==> src/rtl/gps_uart_tx_pkg.sv <==
// Shared types for the GPS UART transmit path: FSM states, frame constants
// and the bit-period clamp.
package gps_uart_tx_pkg;

    typedef enum logic [2:0] {
        IDLE,
        WAIT_PPS,
        START,
        DATA,
        STOP
    } uart_tx_state_t;

    localparam int UART_DATA_BITS = 8;

    function automatic logic [15:0] clamp_div(input logic [15:0] div,
                                              input logic [15:0] min_div);
        return (div < min_div) ? min_div : div;
    endfunction

endpackage

==> src/rtl/gps_uart_tx_if.sv <==
// Register-block side of the GPS UART transmitter: byte push port and FIFO status.
interface gps_uart_tx_if #(
    parameter int FIFO_AW = 4
);
    // wr is a one-cycle push strobe with no back-pressure: the byte is taken when
    // !full or when a byte leaves the FIFO in the same cycle; otherwise it is lost
    // and ovf latches until ovf_clr.
    logic               wr;
    logic [7:0]         wr_data;
    logic               ovf_clr;
    logic               full;
    logic               empty;
    logic [FIFO_AW:0]   level;
    logic               ovf;

    modport master (
        output wr, wr_data, ovf_clr,
        input  full, empty, level, ovf
    );

    modport slave (
        input  wr, wr_data, ovf_clr,
        output full, empty, level, ovf
    );

endinterface

==> src/rtl/gps_uart_tx_sync_fifo.sv <==
// Single-clock FIFO with registered occupancy; head word is read combinationally.
// Also used by the receive path.
module gps_uart_tx_sync_fifo #(
    parameter int WIDTH = 8,
    parameter int AW    = 4
) (
    input  logic             clk,
    input  logic             rst,
    input  logic             push_i,
    input  logic [WIDTH-1:0] push_data_i,
    input  logic             pop_i,
    output logic [WIDTH-1:0] pop_data_o,
    output logic             full_o,
    output logic             empty_o,
    output logic [AW:0]      level_o
);

    localparam logic [AW:0] DEPTH = {1'b1, {AW{1'b0}}};

    logic [WIDTH-1:0] mem_q [2**AW];
    logic [AW-1:0]    wr_ptr_q, wr_ptr_d;
    logic [AW-1:0]    rd_ptr_q, rd_ptr_d;
    logic [AW:0]      level_q, level_d;
    logic             push_ok, pop_ok;

    assign full_o     = (level_q == DEPTH);
    assign empty_o    = (level_q == '0);
    assign level_o    = level_q;
    assign pop_data_o = mem_q[rd_ptr_q];

    // A full FIFO still takes a push when the head leaves in the same cycle.
    assign pop_ok  = pop_i && !empty_o;
    assign push_ok = push_i && (!full_o || pop_ok);

    always_comb begin
        wr_ptr_d = wr_ptr_q;
        rd_ptr_d = rd_ptr_q;
        level_d  = level_q;
        if (push_ok) wr_ptr_d = wr_ptr_q + 1'b1;
        if (pop_ok)  rd_ptr_d = rd_ptr_q + 1'b1;
        case ({push_ok, pop_ok})
            2'b10:   level_d = level_q + 1'b1;
            2'b01:   level_d = level_q - 1'b1;
            default: level_d = level_q;
        endcase
    end

    always_ff @(posedge clk) begin
        if (rst) begin
            wr_ptr_q <= '0;
            rd_ptr_q <= '0;
            level_q  <= '0;
        end else begin
            wr_ptr_q <= wr_ptr_d;
            rd_ptr_q <= rd_ptr_d;
            level_q  <= level_d;
        end
    end

    always_ff @(posedge clk) begin
        if (push_ok) mem_q[wr_ptr_q] <= push_data_i;
    end

endmodule

==> src/rtl/gps_uart_tx.sv <==
// 8N1 transmitter toward the GPS receiver: FIFO-fed, optionally released by tsc_1pps
// so a queued burst starts on the local second.
module gps_uart_tx
    import gps_uart_tx_pkg::*;
#(
    parameter int FIFO_AW = 4,
    parameter int MIN_DIV = 2
) (
    input  logic            clk,
    input  logic            rst,
    input  logic            ena,
    input  logic [15:0]     baud_div,
    input  logic            pps_align,
    input  logic            tsc_1pps,
    gps_uart_tx_if.slave    bus,
    output logic            busy,
    output logic            txd,
    output logic            txd_t,
    output uart_tx_state_t  dbg_state
);

    localparam logic [15:0] MIN_DIV_W = 16'(MIN_DIV);
    localparam logic [2:0]  LAST_BIT  = 3'(UART_DATA_BITS - 1);

    uart_tx_state_t state_q, state_d;
    logic [15:0]    div_q, div_d;
    logic [15:0]    baud_cnt_q, baud_cnt_d;
    logic [2:0]     bit_cnt_q, bit_cnt_d;
    logic [7:0]     shift_q, shift_d;
    logic           ovf_q, ovf_d;
    logic           pop, start_frame, drop;
    logic [7:0]     head;
    logic [15:0]    div_now;

    gps_uart_tx_sync_fifo #(
        .WIDTH (8),
        .AW    (FIFO_AW)
    ) u_fifo (
        .clk         (clk),
        .rst         (rst),
        .push_i      (bus.wr),
        .push_data_i (bus.wr_data),
        .pop_i       (pop),
        .pop_data_o  (head),
        .full_o      (bus.full),
        .empty_o     (bus.empty),
        .level_o     (bus.level)
    );

    assign div_now = clamp_div(baud_div, MIN_DIV_W);

    // A dropped write wins over a simultaneous clear.
    assign drop  = bus.wr && bus.full && !pop;
    assign ovf_d = drop ? 1'b1 : (bus.ovf_clr ? 1'b0 : ovf_q);

    always_comb begin
        state_d     = state_q;
        div_d       = div_q;
        baud_cnt_d  = baud_cnt_q;
        bit_cnt_d   = bit_cnt_q;
        shift_d     = shift_q;
        pop         = 1'b0;
        start_frame = 1'b0;

        case (state_q)
            IDLE: begin
                if (ena && !bus.empty) begin
                    if (pps_align) state_d = WAIT_PPS;
                    else           start_frame = 1'b1;
                end
            end
            WAIT_PPS: begin
                if (!ena)                         state_d = IDLE;
                else if (tsc_1pps && !bus.empty)  start_frame = 1'b1;
            end
            START: begin
                if (baud_cnt_q == '0) begin
                    state_d    = DATA;
                    baud_cnt_d = div_q - 16'd1;
                    bit_cnt_d  = '0;
                end else begin
                    baud_cnt_d = baud_cnt_q - 16'd1;
                end
            end
            DATA: begin
                if (baud_cnt_q == '0) begin
                    shift_d    = {1'b0, shift_q[7:1]};
                    baud_cnt_d = div_q - 16'd1;
                    if (bit_cnt_q == LAST_BIT) state_d = STOP;
                    else                       bit_cnt_d = bit_cnt_q + 3'd1;
                end else begin
                    baud_cnt_d = baud_cnt_q - 16'd1;
                end
            end
            STOP: begin
                // Chaining straight into the next frame also carries an aligned burst on.
                if (baud_cnt_q == '0) begin
                    if (ena && !bus.empty) start_frame = 1'b1;
                    else                   state_d = IDLE;
                end else begin
                    baud_cnt_d = baud_cnt_q - 16'd1;
                end
            end
            default: state_d = IDLE;
        endcase

        // Bit period is latched here so baud_div changes only affect later frames.
        if (start_frame) begin
            state_d    = START;
            pop        = 1'b1;
            shift_d    = head;
            div_d      = div_now;
            baud_cnt_d = div_now - 16'd1;
        end
    end

    always_ff @(posedge clk) begin
        if (rst) begin
            state_q    <= IDLE;
            div_q      <= MIN_DIV_W;
            baud_cnt_q <= '0;
            bit_cnt_q  <= '0;
            shift_q    <= '0;
            ovf_q      <= 1'b0;
        end else begin
            state_q    <= state_d;
            div_q      <= div_d;
            baud_cnt_q <= baud_cnt_d;
            bit_cnt_q  <= bit_cnt_d;
            shift_q    <= shift_d;
            ovf_q      <= ovf_d;
        end
    end

    always_comb begin
        txd = 1'b1;
        case (state_q)
            START:   txd = 1'b0;
            DATA:    txd = shift_q[0];
            default: txd = 1'b1;
        endcase
    end

    assign busy      = (state_q == START) || (state_q == DATA) || (state_q == STOP);
    assign txd_t     = ~ena;
    assign bus.ovf   = ovf_q;
    assign dbg_state = state_q;

endmodule

==> src/flat_wrapper.sv <==
// flat-port wrapper written by rule: the top's interface ports become plain ports
module gps_uart_tx_flat import gps_uart_tx_pkg::*;
#(
    parameter int FIFO_AW = 4,
    parameter int MIN_DIV = 2
)
  (clk, rst, ena, baud_div, pps_align, tsc_1pps, busy, txd, txd_t, dbg_state, bus_wr, bus_wr_data, bus_ovf_clr, bus_full, bus_empty, bus_level, bus_ovf);
  gps_uart_tx_if #(.FIFO_AW(FIFO_AW)) bus_i ();
  input  logic clk;
  input  logic rst;
  input  logic ena;
  input  logic [15:0] baud_div;
  input  logic pps_align;
  input  logic tsc_1pps;
  output logic busy;
  output logic txd;
  output logic txd_t;
  output uart_tx_state_t dbg_state;
  input wire logic [$bits(bus_i.wr)-1:0] bus_wr;
  input wire logic [$bits(bus_i.wr_data)-1:0] bus_wr_data;
  input wire logic [$bits(bus_i.ovf_clr)-1:0] bus_ovf_clr;
  output wire logic [$bits(bus_i.full)-1:0] bus_full;
  output wire logic [$bits(bus_i.empty)-1:0] bus_empty;
  output wire logic [$bits(bus_i.level)-1:0] bus_level;
  output wire logic [$bits(bus_i.ovf)-1:0] bus_ovf;
  assign bus_i.wr = bus_wr;
  assign bus_i.wr_data = bus_wr_data;
  assign bus_i.ovf_clr = bus_ovf_clr;
  assign bus_full = bus_i.full;
  assign bus_empty = bus_i.empty;
  assign bus_level = bus_i.level;
  assign bus_ovf = bus_i.ovf;
  gps_uart_tx #(.FIFO_AW(FIFO_AW), .MIN_DIV(MIN_DIV)) u_core (.clk(clk), .rst(rst), .ena(ena), .baud_div(baud_div), .pps_align(pps_align), .tsc_1pps(tsc_1pps), .bus(bus_i), .busy(busy), .txd(txd), .txd_t(txd_t), .dbg_state(dbg_state));
endmodule
==> config.mk <==
export PLATFORM = sky130hd
export DESIGN_NAME = gps_uart_tx_flat
export DESIGN_NICKNAME = d
export VERILOG_FILES = /design/src/rtl/gps_uart_tx_pkg.sv /design/src/rtl/gps_uart_tx_if.sv /design/src/rtl/gps_uart_tx_sync_fifo.sv /design/src/rtl/gps_uart_tx.sv /design/src/flat_wrapper.sv
export SDC_FILE = /design/constraint.sdc
export NUM_CORES = 1
export LEC_CHECK = 0
export CORE_MARGIN = 5
export CORE_UTILIZATION = 42
export CTS_BUF_LIST = sky130_fd_sc_hd__clkbuf_16
export DETAILED_ROUTE_END_ITERATION = 7
export PLACE_DENSITY = 0.56
export SYNTH_ARGS = -nofsm -noshare
export SYNTH_HDL_FRONTEND = slang
export SYNTH_HIERARCHICAL = 1
export SYNTH_SLANG_ARGS = --single-unit
==> constraint.sdc <==
create_clock -name clk -period 9.8 [get_ports clk]
set_input_delay 2.45 -clock clk [delete_from_list [all_inputs] [get_ports clk]]
set_output_delay 2.45 -clock clk [all_outputs]
set_load 0.02 [all_outputs]
* After elaboration in Yosys (flattened, before gate mapping)
Memory sizes are Yosys's and may differ from the RTL's. A register that Yosys moved wholly into a read port is not among the register bits. Index checks and enable logic that the tools add are counted.
Word-level totals: flip-flop bits (word level) 60, latch bits 0, bits in writable memories 128, bits in read-only memories 0, input bits 31, output and inout bits 14, word-level logic and storage cells 113, memories kept 1
Memory list:
- u_core.u_fifo.mem_q | words 16, width 8, rd ports 1, clocked after memory_dff 1, write ports 1, RTL line gps_uart_tx_sync_fifo.sv:20 | logic [WIDTH-1:0] mem_q [2**AW];
Cells by class: $add $sub $neg 8, multipliers 0, divide/modulo/power cells 0, magnitude comparators 1, equal/unequal tests 26, shift-type cells 0, muxes and demuxes 38, bitwise gates (word level) 1, reductions and logical operators 28
Operator list (number):
- two-way mux 16 bit | 4
- subtractor 16 x 1 -> 16 bit, second input constant | 3
- two-way mux 3 bit | 11
- one-hot mux 16 bit (2 select lines) | 1
- two-way mux 8 bit | 3
- zero test 16 bit | 1
- < comparator 16 x 2 -> 1 bit, second input constant | 1
- AND reduction 8 bit | 2
- != test 3 x 1 -> 1 bit, second input constant | 5
- one-hot mux 3 bit (5 select lines) | 1
- != test 3 x 2 -> 1 bit, second input constant | 4
- two-way mux 1 bit | 11
- != test 2 x 1 -> 1 bit, second input constant | 5
- one-hot mux 5 bit (2 select lines) | 1
- nonzero test 2 bit | 5
- adder 4 x 1 -> 4 bit, second input constant | 2
- two-way mux 4 bit | 2
- != test 2 bit, second input constant | 4
- equality test 3 x 2 -> 1 bit, second input constant | 2
- equality test 3 bit, second input constant | 2
- logical AND 1 bit | 6
- one-hot mux 3 bit (2 select lines) | 1
- adder 5 x 1 -> 5 bit, second input constant | 1
- equality test 5 bit, second input constant | 1
- 17 further kinds | 23

* Logic depth before layout (Yosys ltp)
depth in word-level cells 12, gate-level depth with buffers 18, mapped depth without buffers 14

* Hierarchy
Netlist, hierarchy kept.
By module, submodules not included:
- gps_uart_tx_sync_fifo | times used 1, cells each 326, area each 5858.1 um^2, seq. area each 4184.0 um^2
- gps_uart_tx | times used 1, cells each 378, area each 2992.9 um^2, seq. area each 940.9 um^2

* Least setup slack after synthesis
Ideal clock, no wire load.
path type input to register, from input port baud_div[10], to register u_core.baud_cnt_q[10], setup time 0.133 ns, data arrival time 5.284 ns, data required time 9.667 ns, path slack 4.383 ns, stages on the path 11, buffers on the path 1, cell sequence or4_1 > clkbuf_1 > or4_1 > nand2_1 > ha_1 > or3b_2 > or2_2 > nor4_1 > xor2_1 > a211oi_1 > nor3_1
On the way: cells in the longest elaborated chain, start to end 4
RTL lines:
- start, declared | RTL line flat_wrapper.sv:12 | input logic [15:0] baud_div;
- < comparator 16 x 2 -> 1 bit | RTL line gps_uart_tx_pkg.sv:17 | return (div < min_div) ? min_div : div;
- two-way mux 16 bit (*) | RTL line gps_uart_tx_pkg.sv:17
- subtractor 16 x 1 -> 16 bit (*) | RTL line gps_uart_tx.sv:113 | baud_cnt_d = div_now - 16'd1;
- two-way mux 16 bit (*) | RTL line gps_uart_tx.sv:108 | if (start_frame) begin
- end signal, assigned | RTL line gps_uart_tx.sv:128 | baud_cnt_q <= baud_cnt_d;
- end, declared | RTL line gps_uart_tx.sv:27 | logic [15:0] baud_cnt_q, baud_cnt_d;
Every way passes the cells marked *; elsewhere a longest branch is shown, timed or not. A chain may end at the register's enable or synchronous reset.

* Final worst setup path
from input port ena, to output port txd_t
On the way: cells in the longest elaborated chain, start to end 1
RTL lines:
- start, declared | RTL line flat_wrapper.sv:11 | input logic ena;
- NOT 1 bit | RTL line gps_uart_tx.sv:145 | assign txd_t = ~ena;
- end, declared | RTL line flat_wrapper.sv:17 | output logic txd_t;
Every way passes these cells.

==> impl_metrics.py <==
metrics = {
    "outcome": {
        "status": "finished clean",
    },
    "logic_synthesis": {
        "synth-edff-count": 128,
        "ys_types": 68,
        "netlist_area_um2": 8851,
        "synth_top_area_cell": "edfxtp_1",
        "async_flop_share_pct": 0,
        "syn-num-nets": 749,
        "ys_warn_count": 6,
        "synth.top_cells.by_area": "edfxtp_1, dfxtp_1, mux4_2",
        "ys_seq_area_share_pct": 57.90,
        "synth_ff_type": "edfxtp_1",
        "ys_seq_elements": 192,
        "yosysTopAreaCellShare_pct": 43.43,
        "synthCells": 704,
        "post_synth.cell_area_avg_um2": 12.57,
    },
    "worst_hold_path": {
        "min_from": "u_core/shift_q[3]",
        "hold_end": "u_core/shift_q[3]",
        "hold_class": "reg2reg",
        "whs_path_depth": 2,
    },
    "die": {
        "ios": 45,
        "fp.coreArea_um2": 20890,
        "die_width_um": 155.2,
        "dieArea_um2": 24080,
        "initial_core_util_pct": 42.37,
        "die_height_um": 155.2,
        "rows": 53,
    },
    "grt": {
        "overflow": 0,
        "antenna_found_initial": 0,
        "grt_pass1_vias": 5739,
        "groute.usage.overall_pct": 16.85,
        "grt_start_max_net_pins": 61,
        "grt_pass1_wl_um": 31950,
    },
    "placed_design": {
        "port_buffers": 44,
        "place_congestion": 0.8476,
        "pre_cts_ws_ps": 3592,
        "place_area_um2": 9482,
        "dp.final_hpwl_um": 13420,
    },
    "cts": {
        "clkSinkCount": 192,
        "cts_buffers": 17,
        "cts_tree": "built",
        "cts.repair.resized": 0,
        "cts_max_level": 4,
        "ctsHoldBuffers": 0,
        "clkSlewWorstSetupHoldPaths_ps": 70,
        "clockRootBuffer": "clkbuf_16",
        "cts_setup_buffers": 0,
        "clk-insertion-delay-late_ps": 430,
        "ctsLongestPathBuffers": 2,
    },
    "setup_path": {
        "ff2ff_path_depth": 8,
        "cp_cell_sequence": "clkdlybuf4s50_1 -> inv_1 -> clkdlybuf4s50_1",
        "arrival_ps": 3560,
        "path_class": "in2out",
        "required_ps": 7350,
        "cp.depth": 3,
        "crit_fanout": 4,
        "cp_common_cell": "clkdlybuf4s50_1",
        "max_stage_delay_ps": 590,
        "crit_path_end_kind": "output pin",
        "reg2reg_to": "u_core/u_fifo/mem_q[6][1]",
        "path_buf_inv": 3,
        "start_kind": "primary input",
        "crit_family": "buffers and inverters",
        "critPathSlowestCell": "clkdlybuf4s50_1",
        "timing.rr.start": "u_core/baud_cnt_q[4]",
        "rrSetupSlack_ps": 5420,
    },
    "sta": {
        "setup_viol": 0,
        "timing.final.ws_setup_ps": 3789,
        "max_slew_margin_pct": 9.920,
        "fin_skew_ps": 15.37,
        "drv_slew": 0,
        "rsz0062_at_grt": "no",
        "min_period_over_period_pct": 61.33,
        "setup_tns_ps": 0,
        "final_hold_viol_count": 0,
        "max_clock_freq_ghz": 0.1664,
        "worst_pin_slew_ps": 1348,
        "min_period_ps": 6011,
    },
    "cells_and_area": {
        "multiInputGateArea_um2": 3457,
        "regArea_um2": 5127,
        "final_area_um2": 10070,
        "syn_to_final_growth_pct": 13.80,
        "antenna_cells": 0,
        "num-fill-cells": 1836,
        "fin_nets": 781,
        "drive_gt1_share_pct": 11.50,
        "utilization_pct": 48.22,
    },
    "power": {
        "combPwrFrac_pct": 36.7,
        "p_clk_share_pct": 25.4,
        "power_switching_mw": 1.014,
        "power.internal_mw": 1.710,
        "swShare_pct": 37.23,
        "p_seq_share_pct": 37.8,
        "totalPowerFinal_mw": 2.724,
        "power_density_nw_per_um2": 270.5,
        "vdd_ir_drop_max_mv": 0.1348,
        "p_leak_nw": 3.349,
    },
    "drt": {
        "num_vias": 5808,
        "via_per_inst": 5.677,
        "ant_nets": 0,
        "wire_per_inst_um": 19.56,
        "firstDrtPassIters": 5,
        "wl_um": 20010,
        "drcViolationCount": 0,
        "drt_iter0_markers": 365,
    },
    "job": {
        "drv_cap": 0,
    },
}
[flip-flops by register name, summed over array words and instances (netlist names), named ones only]
name / count
u_core/baud_cnt_q: 16
u_core/bit_cnt_q: 3
u_core/bus.ovf: 1
u_core/dbg_state: 3
u_core/div_q: 16
u_core/shift_q: 8
u_core/u_fifo/level_o: 5
u_core/u_fifo/mem_q: 128
u_core/u_fifo/rd_ptr_q: 4
u_core/u_fifo/wr_ptr_q: 4
[power by group through the flow]
| stage | logic [mW] | clock network (mW) | registers [mW] |
|---|---|---|---|
| 2_1_floorplan | 0.774 | 0 | 1.03 |
| 3_3_place_gp | 0.986 | 0 | 1.04 |
| 3_5_place_dp | 1.00 | 0 | 1.05 |
| 4_1_cts | 1.00 | 0.710 | 1.03 |
| 5_1_grt | 1.10 | 0.740 | 1.04 |
| 6_report | 1.00 | 0.693 | 1.03 |
[area by class of cell]
cell class / count / share of cell area (%)
flip-flops and latches: 192 / 50.91
clock buffers: 17 / 4.224
repair buffers: 50 / 4.770
well taps: 275 / 3.416
inverters: 18 / 0.7205
clock inverters: 14 / 1.640
multi-input cells: 457 / 34.32
[worst max-delay path by stage]
stage	start	end	slack (ps)
6_report	ena	txd_t	3790
5_1_grt	ena	txd_t	3710
2_1_floorplan	baud_div[10]	u_core/baud_cnt_q[10]	4380
3_3_place_gp	baud_div[1]	u_core/baud_cnt_q[10]	3750
3_5_place_dp	ena	u_core/u_fifo/mem_q[6][4]	3590
4_1_cts	ena	txd_t	3780
[metal layers]
layer	part of all wire, %	track usage [%]
met2	49	28.00
met1	45	22.81
met3	4.7	3.255
met4	1.4	4.544
met5	0	0
[cells in the final DEF, fill, tap and decap left out, types with 3 or more instances in the layout]
master	Yosys	routed
o21a_1	3	3
clkbuf_16	0	17
clkdlybuf4s50_1	0	43
and3_1	12	12
dfxtp_1	64	62
nand2_1	62	62
o31ai_1	4	4
o21ai_0	11	11
o21ai_1	3	3
edfxtp_1	128	128
xnor2_1	12	12
mux2i_1	11	11
or3_1	6	6
nand4_1	7	7
or2_2	4	4
nor4_1	12	12
a2111oi_0	3	3
inv_6	1	4
nand3b_1	5	5
ha_1	13	13
nor3_1	19	19
a22oi_1	24	24
nand3_1	9	9
xor2_1	29	29
inv_1	16	16
nor2b_1	8	8
inv_8	0	5
or4_1	8	8
a21oi_1	37	37
nor3b_1	9	9
buf_4	2	6
mux4_2	32	32
nor2_1	50	50
nand2b_1	9	9
a211oi_1	12	12
nand4b_1	3	3
o22ai_1	3	3
o221ai_1	5	5
[synthesized netlist by cell type, types with 4 or more instances]
cell type	number
edfxtp_1	128
dfxtp_1	64
nand2_1	62
nor2_1	50
a21oi_1	37
mux4_2	32
xor2_1	29
a22oi_1	24
clkbuf_1	21
nor3_1	19
inv_1	16
ha_1	13
a211oi_1	12
and3_1	12
nor4_1	12
xnor2_1	12
mux2i_1	11
o21ai_0	11
nand2b_1	9
nand3_1	9
nor3b_1	9
nor2b_1	8
or4_1	8
buf_2	7
nand4_1	7
or3_1	6
nand3b_1	5
o221ai_1	5
buf_6	4
o31ai_1	4
or2_2	4
[stage by stage]
| stage | hold slack (ps) | std cells |
|---|---|---|
| detailed placement | 446.2 | 992 |
| floorplan | 436.0 | 704 |
| finish | 455.7 | 1023 |
| global route | 488.9 | 1023 |
| global placement | 440.4 | 992 |
| CTS | 455.9 | 1023 |
[logic make-up (layout without fill, tap and decap cells)]
kind of cell | Yosys count | after routing | synth area share [%]
compound gates | 127 | 127 | 9.853
flops | 192 | 192 | 57.90
mux | 44 | 44 | 9.514
xor+xnor | 41 | 41 | 4.057
fa+ha+maj | 14 | 14 | 2.064
buf+inv | 55 | 99 | 3.039
simple gates | 231 | 231 | 13.57
[worst register-to-register path: cells and delay by family, from the launching register on]
kind / cells / cell delay, ps
compound gates: 1 / 470
simple gates: 6 / 2870
flops: 1 / 360
buf+inv: 1 / 300
Power figures use the tool's default switching activity.
